**config.mk**
```make
export PLATFORM = sky130hd
export DESIGN_NAME = imm_extend_pipe
export DESIGN_NICKNAME = d
export VERILOG_FILES = /design/src/rtl/imm_ext_pkg.sv /design/src/rtl/skid_buf2.sv /design/src/rtl/imm_extend_pipe.sv
export SDC_FILE = /design/constraint.sdc
export NUM_CORES = 1
export LEC_CHECK = 0
export ABC_AREA = 1
export CELL_PAD_IN_SITES_DETAIL_PLACEMENT = 0
export CELL_PAD_IN_SITES_GLOBAL_PLACEMENT = 1
export CORE_ASPECT_RATIO = 0.8
export CORE_UTILIZATION = 46
export DETAILED_ROUTE_END_ITERATION = 10
export DONT_BUFFER_PORTS = 1
export MAX_ROUTING_LAYER = met4
export PLACE_DENSITY_LB_ADDON = 0.1
export SYNTH_ARGS = -nofsm -noshare
export SYNTH_HDL_FRONTEND = slang
export SYNTH_SLANG_ARGS = --single-unit
export TNS_END_PERCENT = 10
```
**constraint.sdc**
```tcl
create_clock -name clk -period 1.9 [get_ports clk]
set_clock_uncertainty 0.15 [all_clocks]
set_input_delay 0.19 -clock clk [delete_from_list [all_inputs] [get_ports clk]]
set_output_delay 0.19 -clock clk [all_outputs]
set_load 0.1 [all_outputs]
```
**src/rtl/imm_ext_pkg.sv**
```systemverilog
// Shared types for the immediate-extension stage: extension modes and
// the state encoding of the two-entry skid buffer.
package imm_ext_pkg;

  typedef logic [1:0] mode_t;

  localparam mode_t MODE_SEXT = 2'b00;
  localparam mode_t MODE_ZEXT = 2'b01;
  localparam mode_t MODE_LUI  = 2'b10;
  localparam mode_t MODE_BR   = 2'b11;

  typedef enum logic [1:0] {
    EMPTY = 2'b00,
    ONE   = 2'b01,
    FULL  = 2'b10
  } buf_state_t;

endpackage

```
**src/rtl/skid_buf2.sv**
```systemverilog
// Generic two-entry valid/ready skid buffer. The output register holds the
// head entry, the skid register the second; both handshake flags are flops.
module skid_buf2
  import imm_ext_pkg::*;
#(
  parameter int unsigned W = 8
) (
  input  logic         clk,
  input  logic         rst_n,
  input  logic         in_valid,
  output logic         in_ready,
  input  logic [W-1:0] in_data,
  output logic         out_valid,
  input  logic         out_ready,
  output logic [W-1:0] out_data
);

  buf_state_t   state_q, state_nx;
  logic         ready_q, valid_q;
  logic [W-1:0] out_q, skid_q;
  logic         accept, emit;
  logic         load_out, load_skid, out_from_skid;

  assign accept = in_valid && (state_q != FULL);
  assign emit   = out_ready && (state_q != EMPTY);

  // Next-state and datapath steering.
  always_comb begin
    state_nx      = state_q;
    load_out      = 1'b0;
    load_skid     = 1'b0;
    out_from_skid = 1'b0;
    case (state_q)
      EMPTY: begin
        if (accept) begin
          state_nx = ONE;
          load_out = 1'b1;
        end
      end
      ONE: begin
        if (accept && !emit) begin
          state_nx  = FULL;
          load_skid = 1'b1;
        end else if (accept && emit) begin
          load_out = 1'b1;
        end else if (emit) begin
          state_nx = EMPTY;
        end
      end
      FULL: begin
        if (emit) begin
          state_nx      = ONE;
          load_out      = 1'b1;
          out_from_skid = 1'b1;
        end
      end
      default: state_nx = EMPTY;
    endcase
  end

  // Handshake flags are precomputed from the next state so the ports are flops.
  always_ff @(posedge clk or negedge rst_n) begin
    if (!rst_n) begin
      state_q <= EMPTY;
      ready_q <= 1'b1;
      valid_q <= 1'b0;
      out_q   <= '0;
      skid_q  <= '0;
    end else begin
      state_q <= state_nx;
      ready_q <= (state_nx != FULL);
      valid_q <= (state_nx != EMPTY);
      if (load_out) out_q <= out_from_skid ? skid_q : in_data;
      if (load_skid) skid_q <= in_data;
    end
  end

  assign in_ready  = ready_q;
  assign out_valid = valid_q;
  assign out_data  = out_q;

endmodule

```
**src/rtl/imm_extend_pipe.sv**
```systemverilog
// Pipelined immediate extension for the MIPS datapath: extends the raw
// immediate at accept time and buffers {operand, tag} in a two-entry skid.
module imm_extend_pipe
  import imm_ext_pkg::*;
#(
  parameter int unsigned IN_W  = 16,
  parameter int unsigned OUT_W = 32,
  parameter int unsigned TAG_W = 5
) (
  input  logic             clk,
  input  logic             rst_n,
  input  logic             in_valid,
  output logic             in_ready,
  input  logic [IN_W-1:0]  in_imm,
  input  mode_t            in_mode,
  input  logic [TAG_W-1:0] in_tag,
  output logic             out_valid,
  input  logic             out_ready,
  output logic [OUT_W-1:0] out_data,
  output logic [TAG_W-1:0] out_tag
);

  localparam int unsigned PAD_W = OUT_W - IN_W;
  localparam int unsigned BUF_W = OUT_W + TAG_W;

  if (IN_W < 2) begin : g_bad_in_w
    $error("imm_extend_pipe: IN_W must be at least 2");
  end
  if (OUT_W < IN_W + 2) begin : g_bad_out_w
    $error("imm_extend_pipe: OUT_W must be at least IN_W + 2");
  end

  logic [OUT_W-1:0] sext, ext;
  logic [BUF_W-1:0] buf_out;

  assign sext = {{PAD_W{in_imm[IN_W-1]}}, in_imm};

  // Branch offsets drop the two top sign copies; the width margin makes that lossless.
  always_comb begin
    ext = sext;
    case (in_mode)
      MODE_SEXT: ext = sext;
      MODE_ZEXT: ext = {{PAD_W{1'b0}}, in_imm};
      MODE_LUI:  ext = {in_imm, {PAD_W{1'b0}}};
      default:   ext = {sext[OUT_W-3:0], 2'b00};
    endcase
  end

  skid_buf2 #(.W(BUF_W)) u_skid (
    .clk       (clk),
    .rst_n     (rst_n),
    .in_valid  (in_valid),
    .in_ready  (in_ready),
    .in_data   ({ext, in_tag}),
    .out_valid (out_valid),
    .out_ready (out_ready),
    .out_data  (buf_out)
  );

  assign out_data = buf_out[BUF_W-1:TAG_W];
  assign out_tag  = buf_out[TAG_W-1:0];

endmodule

```
==> impl_metrics.tcl, run 1 <==
set metrics [dict create \
    fill_cells 754 \
    num_rows 29 \
    setup_ws_ns 0.2842 \
    rsz0062_at_grt "false" \
    hpwlAfterDp_um 6308 \
    grt_pass1_vias 3403 \
    max-slew-margin-rel_pct 58.22 \
    drv_slew 0 \
    max-cap-violations 0 \
    min-delay-path-class "in2async" \
    cts_tree "built" \
    start_util_pct 47.47 \
    die_h_um 82.81 \
    reg2regPathDepth 6 \
    fin_nets 579 \
    finalSetupViolations 0 \
    ant_nets 0 \
    post-place-ws_ns 0.3536 \
    finalSetupTns_ns 0 \
    n_antenna_cell 0 \
    cp.arrival_ns 1.72 \
    numCtsBuffers 9 \
    place_congestion 0.7575 \
    final_cell_mix "nand2_1, nand3_1, dfrtp_1" \
    yosysUniqueCellTypes 14 \
    cp_max_fo 3 \
    holdWs_ns -0.6302 \
    drt-initial-drc-count 172 \
    placed_cell_area_um2 4049 \
    worstSetupEndpointType "register" \
    grt_max_degree 79 \
    fmax_mhz 618.9 \
    antenna_found_initial 0 \
    cts.sinks 78 \
    power_leakage_nw 2.479 \
    synth_warnings 0 \
    synthToLayoutAreaGrowth_pct 24.39 \
    track_usage_pct 27.23 \
    worstSkewPairLatency_ns 0.35 \
    dr.pass1.iters 5 \
    syn_avg_cell_area_um2 7.726 \
    syn-instance-count 486 \
    wirelength_um 10040 \
    final_common_cell "nand2_1" \
    io_pins 66 \
    timing.rr.start "u_skid.state_q[1]" \
    design_area_um2 4671 \
    run_status "complete, but fails checks" \
    clk_path_buf_depth 2 \
    worst-r2r-setup-slack_ns 0.34 \
    dieArea_um2 8530 \
    ys_seq_area_share_pct 52.02 \
    synth-seq-cells 78 \
    clockRootBuffer "clkbuf_8" \
    start_kind "input pin" \
    drive_gt1_share_pct 13.11 \
    dieWidth_um 103.0 \
    vias 3435 \
    critPathRequiredTime_ns 2.00 \
    wire_per_inst_um 15.09 \
    r2r_end "u_skid.skid_q[6]" \
    finalCritPeriodShare_pct 85.04 \
    clk_pin_slew_ns 0.08 \
    hold_buffers 38 \
    htree_levels 3 \
    hold_viol_final 78 \
    synth_nets 513 \
    core-area_um2 7910 \
    overflow 0 \
    violations "negative hold slack" \
    worst-setup-path-type "in2reg" \
    final_core_util_pct 59.05 \
    grt_first_pass_wirelength_um 17410 \
    finalCriticalPeriod_ns 1.616 \
    syn-cell-area_um2 3755 \
    remaining_drc_errors 0 \
    peakVddDrop_mv 0.6925 \
    p_per_area_nw_per_um2 1380 \
    vias_per_cell 5.165 \
    worst_pin_slew_ns 0.6257 \
    portBuffers 0 \
]
## metal layers
metal / vias up / GRT usage, % / routed length (um)
li1: 1674 / - / -
met5: - / - / 0
met4: 0 / 5.250 / 80
met3: 9 / 6.902 / 586
met2: 115 / 40.55 / 4619
met1: 1637 / 37.99 / 4752
## cell type report
cell class | count | area [um^2] | area share [%]
Timing Repair Buffer | 85 | 735.7 | 15.75
Multi-Input combinational cell | 355 | 1521 | 32.57
Clock buffer | 10 | 127.6 | 2.732
Tap cell | 108 | 135.1 | 2.893
Clock inverter | 6 | 111.4 | 2.384
Sequential cell | 78 | 1953 | 41.82
Inverter | 23 | 86.33 | 1.848
## synthesized netlist by cell type (all sizes together)
library cell	count	area, um^2
buf	30	193.9
dfrtp	77	1927
nand3	116	580.6
o21ai	9	45.04
nand2	222	843.3
inv	23	86.33
nor2	8	52.55
dfstp	1	26.28
## how the worst max path moves through the flow
stage | start | to | depth (start not counted) | slack [ns]
6_report | in_imm[1] | u_skid.out_data[8] | 6 | 0.28
5_1_grt | u_skid.state_q[0] | u_skid.out_data[9] | 6 | 0.19
4_1_cts | in_mode[1] | u_skid.skid_q[20] | 6 | 0.03
3_5_place_dp | u_skid.state_q[0] | u_skid.out_data[3] | 6 | 0.35
3_3_place_gp | u_skid.state_q[0] | u_skid.out_data[18] | 6 | 0.39
2_1_floorplan | u_skid.out_data[21] | u_skid.out_data[21] | 2 | 0.53
## cell families after synthesis
logic type / synth area share (%)
DFF: 52.02
and+or+nand+nor: 39.32
buffers and inverters: 7.464
AOI/OAI and AO/OA: 1.200
## where the power goes
group          internal (mW)  switching (mW)
sequential              2.11           0.234
combinational          0.575            2.04
clock                  0.873           0.621
total                   3.56            2.89
## repair_timing
item / 4_1_cts / 5_1_grt
endpoints found under the hold margin: 137 / 78
buffers inserted: 0 / 0
setup endpoints to repair: 0 / 2
gates resized for setup: 0 / 1
## worst max-delay path, cell delays in order
cell           delay, ns
dlygate4sd3_1       0.60
nand3_1             0.13
dlygate4sd3_1       0.56
nand3_1             0.10
nand3_1             0.09
nand2_1             0.05
## flip-flops by register name, summed over array words and instances (netlist names)
name / count
u_skid.in_ready: 1
u_skid.out_data: 37
u_skid.out_valid: 1
u_skid.skid_q: 37
u_skid.state_q: 2
## metrics by stage
step	total power [mW]	std cells	hold WS (ns)
2_1_floorplan	4.398	486	-0.2556
3_3_place_gp	4.860	611	-0.2537
3_5_place_dp	4.898	611	-0.2538
4_1_cts	6.487	665	-0.6416
5_1_grt	6.765	665	-0.6559
6_report	6.447	665	-0.6302
Note: power is estimated with default switching activity, not from simulation.
==> run 2, diff against run 1 <==
--- a/config.mk
+++ b/config.mk
@@ -9,6 +9,7 @@
 export CELL_PAD_IN_SITES_DETAIL_PLACEMENT = 0
 export CELL_PAD_IN_SITES_GLOBAL_PLACEMENT = 1
 export CORE_ASPECT_RATIO = 0.8
+export CORE_MARGIN = 5
 export CORE_UTILIZATION = 46
 export DETAILED_ROUTE_END_ITERATION = 10
 export DONT_BUFFER_PORTS = 1
==> impl_metrics.tcl, run 2 (synthesis results as in run 1) <==
set metrics [dict create \
    wirelength_um 10100 \
    worstSkewPairLatency_ns 0.35 \
    min-delay-path-class "in2async" \
    finalSetupViolations 0 \
    r2r_end "u_skid.skid_q[6]" \
    antenna_found_initial 1 \
    cp_max_fo 14 \
    clockPowerShare_pct 22.1 \
    grt_first_pass_wirelength_um 17110 \
    power_leakage_nw 2.469 \
    htree_levels 3 \
    hold_viol_final 78 \
    io_pins 66 \
    peakVddDrop_mv 0.7863 \
    drive_gt1_share_pct 12.75 \
    ff_latch_area_um2 1953 \
    critPathRequiredTime_ns 2.04 \
    design_area_um2 4662 \
    swShare_pct 45.47 \
    worst_pin_slew_ns 0.5914 \
    run_status "complete, but fails checks" \
    final_cell_mix "nand2_1, nand3_1, dfrtp_1" \
    rsz0062_at_grt "false" \
    core-area_um2 7946 \
    cp.arrival_ns 1.86 \
    worst-r2r-setup-slack_ns 0.28 \
    overflow 0 \
    violations "negative hold slack" \
    dr.pass1.iters 4 \
    holdWs_ns -0.6297 \
    timing.rr.start "u_skid.state_q[1]" \
    worstSetupEndpointType "register" \
    switching_power_mw 2.886 \
    clk_pin_slew_ns 0.09 \
    worst-setup-path-type "in2reg" \
    grt_pass1_vias 3306 \
    drt-initial-drc-count 355 \
    cts_tree "built" \
    fin_nets 579 \
    finalCritPeriodShare_pct 90.74 \
    finalSetupTns_ns 0 \
    numCtsBuffers 9 \
    hold_buffers 40 \
    synthToLayoutAreaGrowth_pct 24.16 \
    vias_per_cell 5.071 \
    dieWidth_um 111.0 \
    reg2regPathDepth 6 \
    finalCriticalPeriod_ns 1.724 \
    fill_cells 744 \
    max-cap-violations 0 \
    vias 3377 \
    fmax_mhz 580.0 \
    portBuffers 0 \
    final_common_cell "nand2_1" \
    track_usage_pct 21.61 \
    drv_slew 0 \
    wire_per_inst_um 15.16 \
    combPwrFrac_pct 41.0 \
    final_core_util_pct 58.67 \
    total_power_mw 6.347 \
    num_rows 29 \
    placed_cell_area_um2 4034 \
    ant_nets 0 \
    internal_power_mw 3.461 \
    dieArea_um2 10080 \
    multi_input_area_um2 1521 \
    clk_path_buf_depth 2 \
    hpwlAfterDp_um 6196 \
    pwr-share-seq_pct 36.9 \
    die_h_um 90.81 \
    clockRootBuffer "clkbuf_8" \
    start_kind "input pin" \
    max-slew-margin-rel_pct 60.52 \
    cts.sinks 78 \
    place_congestion 0.7911 \
    p_per_area_nw_per_um2 1361 \
    remaining_drc_errors 0 \
    grt_max_degree 79 \
    start_util_pct 47.25 \
]
[run 2: area by class of cell]
| class | count | area share, % |
|---|---|---|
| antenna | 1 | 0.05368 |
| clock buffer | 11 | 3.033 |
| clock inverter | 5 | 1.744 |
| inverter | 23 | 1.852 |
| multi-input combinational | 355 | 32.64 |
| sequential | 78 | 41.89 |
| tap | 108 | 2.899 |
| timing repair buffer | 85 | 15.89 |
[run 2: routing by layer]
layer / part of all wire [%] / GRT usage, % / wire length, um
met1: 48 / 30.17 / 4895
met2: 43 / 30.86 / 4322
met3: 7.3 / 5.693 / 739
met4: 1.4 / 6.788 / 140
met5: 0 / - / 0
[run 2: stage by stage]
stage	cells	worst slack [ns]
3_3_place_gp	609	0.3271
6_report	666	0.1759
3_5_place_dp	609	0.2811
4_1_cts	665	0.04185
2_1_floorplan	486	0.5323
5_1_grt	666	0.04296
[run 2: critical path, cell delays in order]
cell,delay (ns)
dlygate4sd3_1,0.59
inv_2,0.11
nand2_2,0.08
nand2_2,0.28
nand2_2,0.24
inv_2,0.22
nand2_1,0.08
nand2_1,0.07
[run 2: worst max path at each step]
stage          slack, ns                  end                start  cells after the start
3_5_place_dp        0.28     u_skid.skid_q[5]    u_skid.state_q[1]                      6
5_1_grt             0.04   u_skid.out_data[5]            out_ready                      8
6_report            0.18   u_skid.out_data[6]            out_ready                      8
3_3_place_gp        0.33   u_skid.out_data[5]    u_skid.state_q[1]                      6
4_1_cts             0.04    u_skid.skid_q[17]           in_mode[1]                      6
2_1_floorplan       0.53  u_skid.out_data[21]  u_skid.out_data[21]                      2
[run 2: power groups by stage]
stage	Clock (mW)	Combinational [mW]	Sequential (mW)
floorplan	0	0.638	3.76
global placement	0	2.50	2.36
detailed placement	0	2.52	2.37
CTS	1.44	2.62	2.34
global route	1.52	2.76	2.40
finish	1.40	2.60	2.34
[run 2: timing repair]
action	CTS	global route
buffers inserted	0	0
gates resized for setup	0	1
endpoints found under the hold margin	144	78
setup endpoints to repair	0	3
==> run 3, diff against run 2 <==
--- a/config.mk
+++ b/config.mk
@@ -14,7 +14,7 @@
 export DETAILED_ROUTE_END_ITERATION = 10
 export DONT_BUFFER_PORTS = 1
 export MAX_ROUTING_LAYER = met4
-export PLACE_DENSITY_LB_ADDON = 0.1
+export PLACE_DENSITY = 0.79
 export SYNTH_ARGS = -nofsm -noshare
 export SYNTH_HDL_FRONTEND = slang
 export SYNTH_SLANG_ARGS = --single-unit
==> impl_metrics.tcl, run 3 (synthesis results as in run 1) <==
set metrics [dict create \
    run_status "complete, but fails checks" \
    violations "negative hold slack" \
    grt_first_pass_wirelength_um 17430 \
    critPathRequiredTime_ns 1.98 \
    finalCritPeriodShare_pct 87.61 \
    dr.pass1.iters 5 \
    n_antenna_cell 0 \
    synthToLayoutAreaGrowth_pct 23.73 \
    cts.sinks 78 \
    finalCriticalPeriod_ns 1.665 \
    cts_tree "built" \
    swShare_pct 47.51 \
    peakVddDrop_mv 0.6709 \
    drt-initial-drc-count 288 \
    hold_buffers 40 \
    holdWs_ns -0.6249 \
    drv_slew 0 \
    vias 3509 \
    min-delay-path-class "in2async" \
    track_usage_pct 21.88 \
    combPwrFrac_pct 42.9 \
    worstSetupEndpointType "register" \
    max-slew-margin-rel_pct 60.25 \
    num_rows 29 \
    io_pins 66 \
    worstSkewPairLatency_ns 0.35 \
    final_cell_mix "nand2_1, nand3_1, dfrtp_1" \
    design_area_um2 4646 \
    post_cts_buffers 0 \
    finalSetupTns_ns 0 \
    cp.arrival_ns 1.75 \
    worst-setup-path-type "in2reg" \
    reg2regPathDepth 6 \
    timing.rr.start "u_skid.state_q[1]" \
    place_congestion 0.7484 \
    dieWidth_um 111.0 \
    dieArea_um2 10080 \
    power_leakage_nw 2.444 \
    core-area_um2 7946 \
    wire_per_inst_um 15.40 \
    placed_cell_area_um2 4066 \
    clk_pin_slew_ns 0.08 \
    fin_nets 580 \
    final_common_cell "nand2_1" \
    clockRootBuffer "clkbuf_8" \
    clk_path_buf_depth 2 \
    r2r_end "u_skid.skid_q[32]" \
    overflow 0 \
    clockPowerShare_pct 18.6 \
    vias_per_cell 5.269 \
    max-cap-violations 0 \
    fmax_mhz 600.8 \
    numCtsBuffers 9 \
    remaining_drc_errors 0 \
    hpwlAfterDp_um 6283 \
    p_per_area_nw_per_um2 1311 \
    hold_viol_final 78 \
    ant_nets 0 \
    worst_pin_slew_ns 0.5963 \
    start_kind "input pin" \
    internal_power_mw 3.196 \
    drive_gt1_share_pct 12.90 \
    start_util_pct 47.25 \
    grt_max_degree 79 \
    cp_max_fo 3 \
    pwr-share-seq_pct 38.6 \
    wirelength_um 10250 \
    portBuffers 0 \
    grt_pass1_vias 3433 \
    worst-r2r-setup-slack_ns 0.29 \
    rsz0062_at_grt "false" \
    finalSetupViolations 0 \
    htree_levels 3 \
    switching_power_mw 2.893 \
    die_h_um 90.81 \
    antenna_found_initial 0 \
]
run 3: cell types whose count changed in the layout (fill, tap and decap cells not counted):
cell,before,now
clkinvlp_4,1,4
buf_12,0,2
bufinv_16,2,0
buf_4,45,44
diode_2,1,0
inv_6,1,0
run 3: worst max-delay path by stage:
stage / endpoint / start / cells past startpoint / slack (ns)
global route: u_skid.skid_q[7] / u_skid.state_q[1] / 6 / 0.14
global placement: u_skid.skid_q[6] / u_skid.state_q[1] / 6 / 0.37
finish: u_skid.out_data[35] / in_imm[14] / 6 / 0.24
CTS: u_skid.skid_q[17] / in_mode[1] / 6 / 0.02
detailed placement: u_skid.skid_q[6] / u_skid.state_q[1] / 6 / 0.30
floorplan: u_skid.out_data[21] / u_skid.out_data[21] / 2 / 0.53
run 3: timing repair:
action | in CTS | in global routing
resized for setup | 0 | 1
hold endpoints to repair | 146 | 78
endpoints found under the setup margin | 0 | 2
run 3: power groups by stage:
stage                     clock network, mW  logic, mW  registers, mW
after CTS                              1.16       2.62           2.34
after detailed placement                  0       2.53           2.37
final                                  1.13       2.61           2.35
after floorplan                           0      0.638           3.76
after global routing                   1.24       2.77           2.40
after global placement                    0       2.50           2.37
run 3: worst max-delay path, cell delays in order:
cell and delay [ns]:
dlygate4sd3_1 0.61, nand3_1 0.12, dlygate4sd3_1 0.56, nand3_1 0.11
nand2_1 0.09, nand3_1 0.07
run 3: final cells by class:
cell class / count / area (um^2)
multi-input cells: 355 / 1521
fillers: 769 / 3301
repair buffers: 86 / 773.2
clock inverters: 5 / 35.03
inverters: 23 / 86.33
well taps: 108 / 135.1
clock buffers: 11 / 141.4
flip-flops and latches: 78 / 1953
run 3: routing by layer:
layer | routed length [um] | vias to the layer above | GRT usage, %
li1 | - | 1674 | -
met2 | 4676 | 124 | 33.03
met3 | 788 | 19 | 6.698
met1 | 4662 | 1692 | 29.43
met5 | 0 | - | -
met4 | 127 | 0 | 4.559
run 3: stage by stage:
stage	worst slack [ns]	std cells	util [%]	total power, mW
floorplan	0.5323	486	-	4.398
global placement	0.3686	610	51.17	4.870
detailed placement	0.3049	610	51.17	4.898
CTS	0.02011	666	58.43	6.124
global route	0.1420	666	58.46	6.407
finish	0.2355	666	58.46	6.089
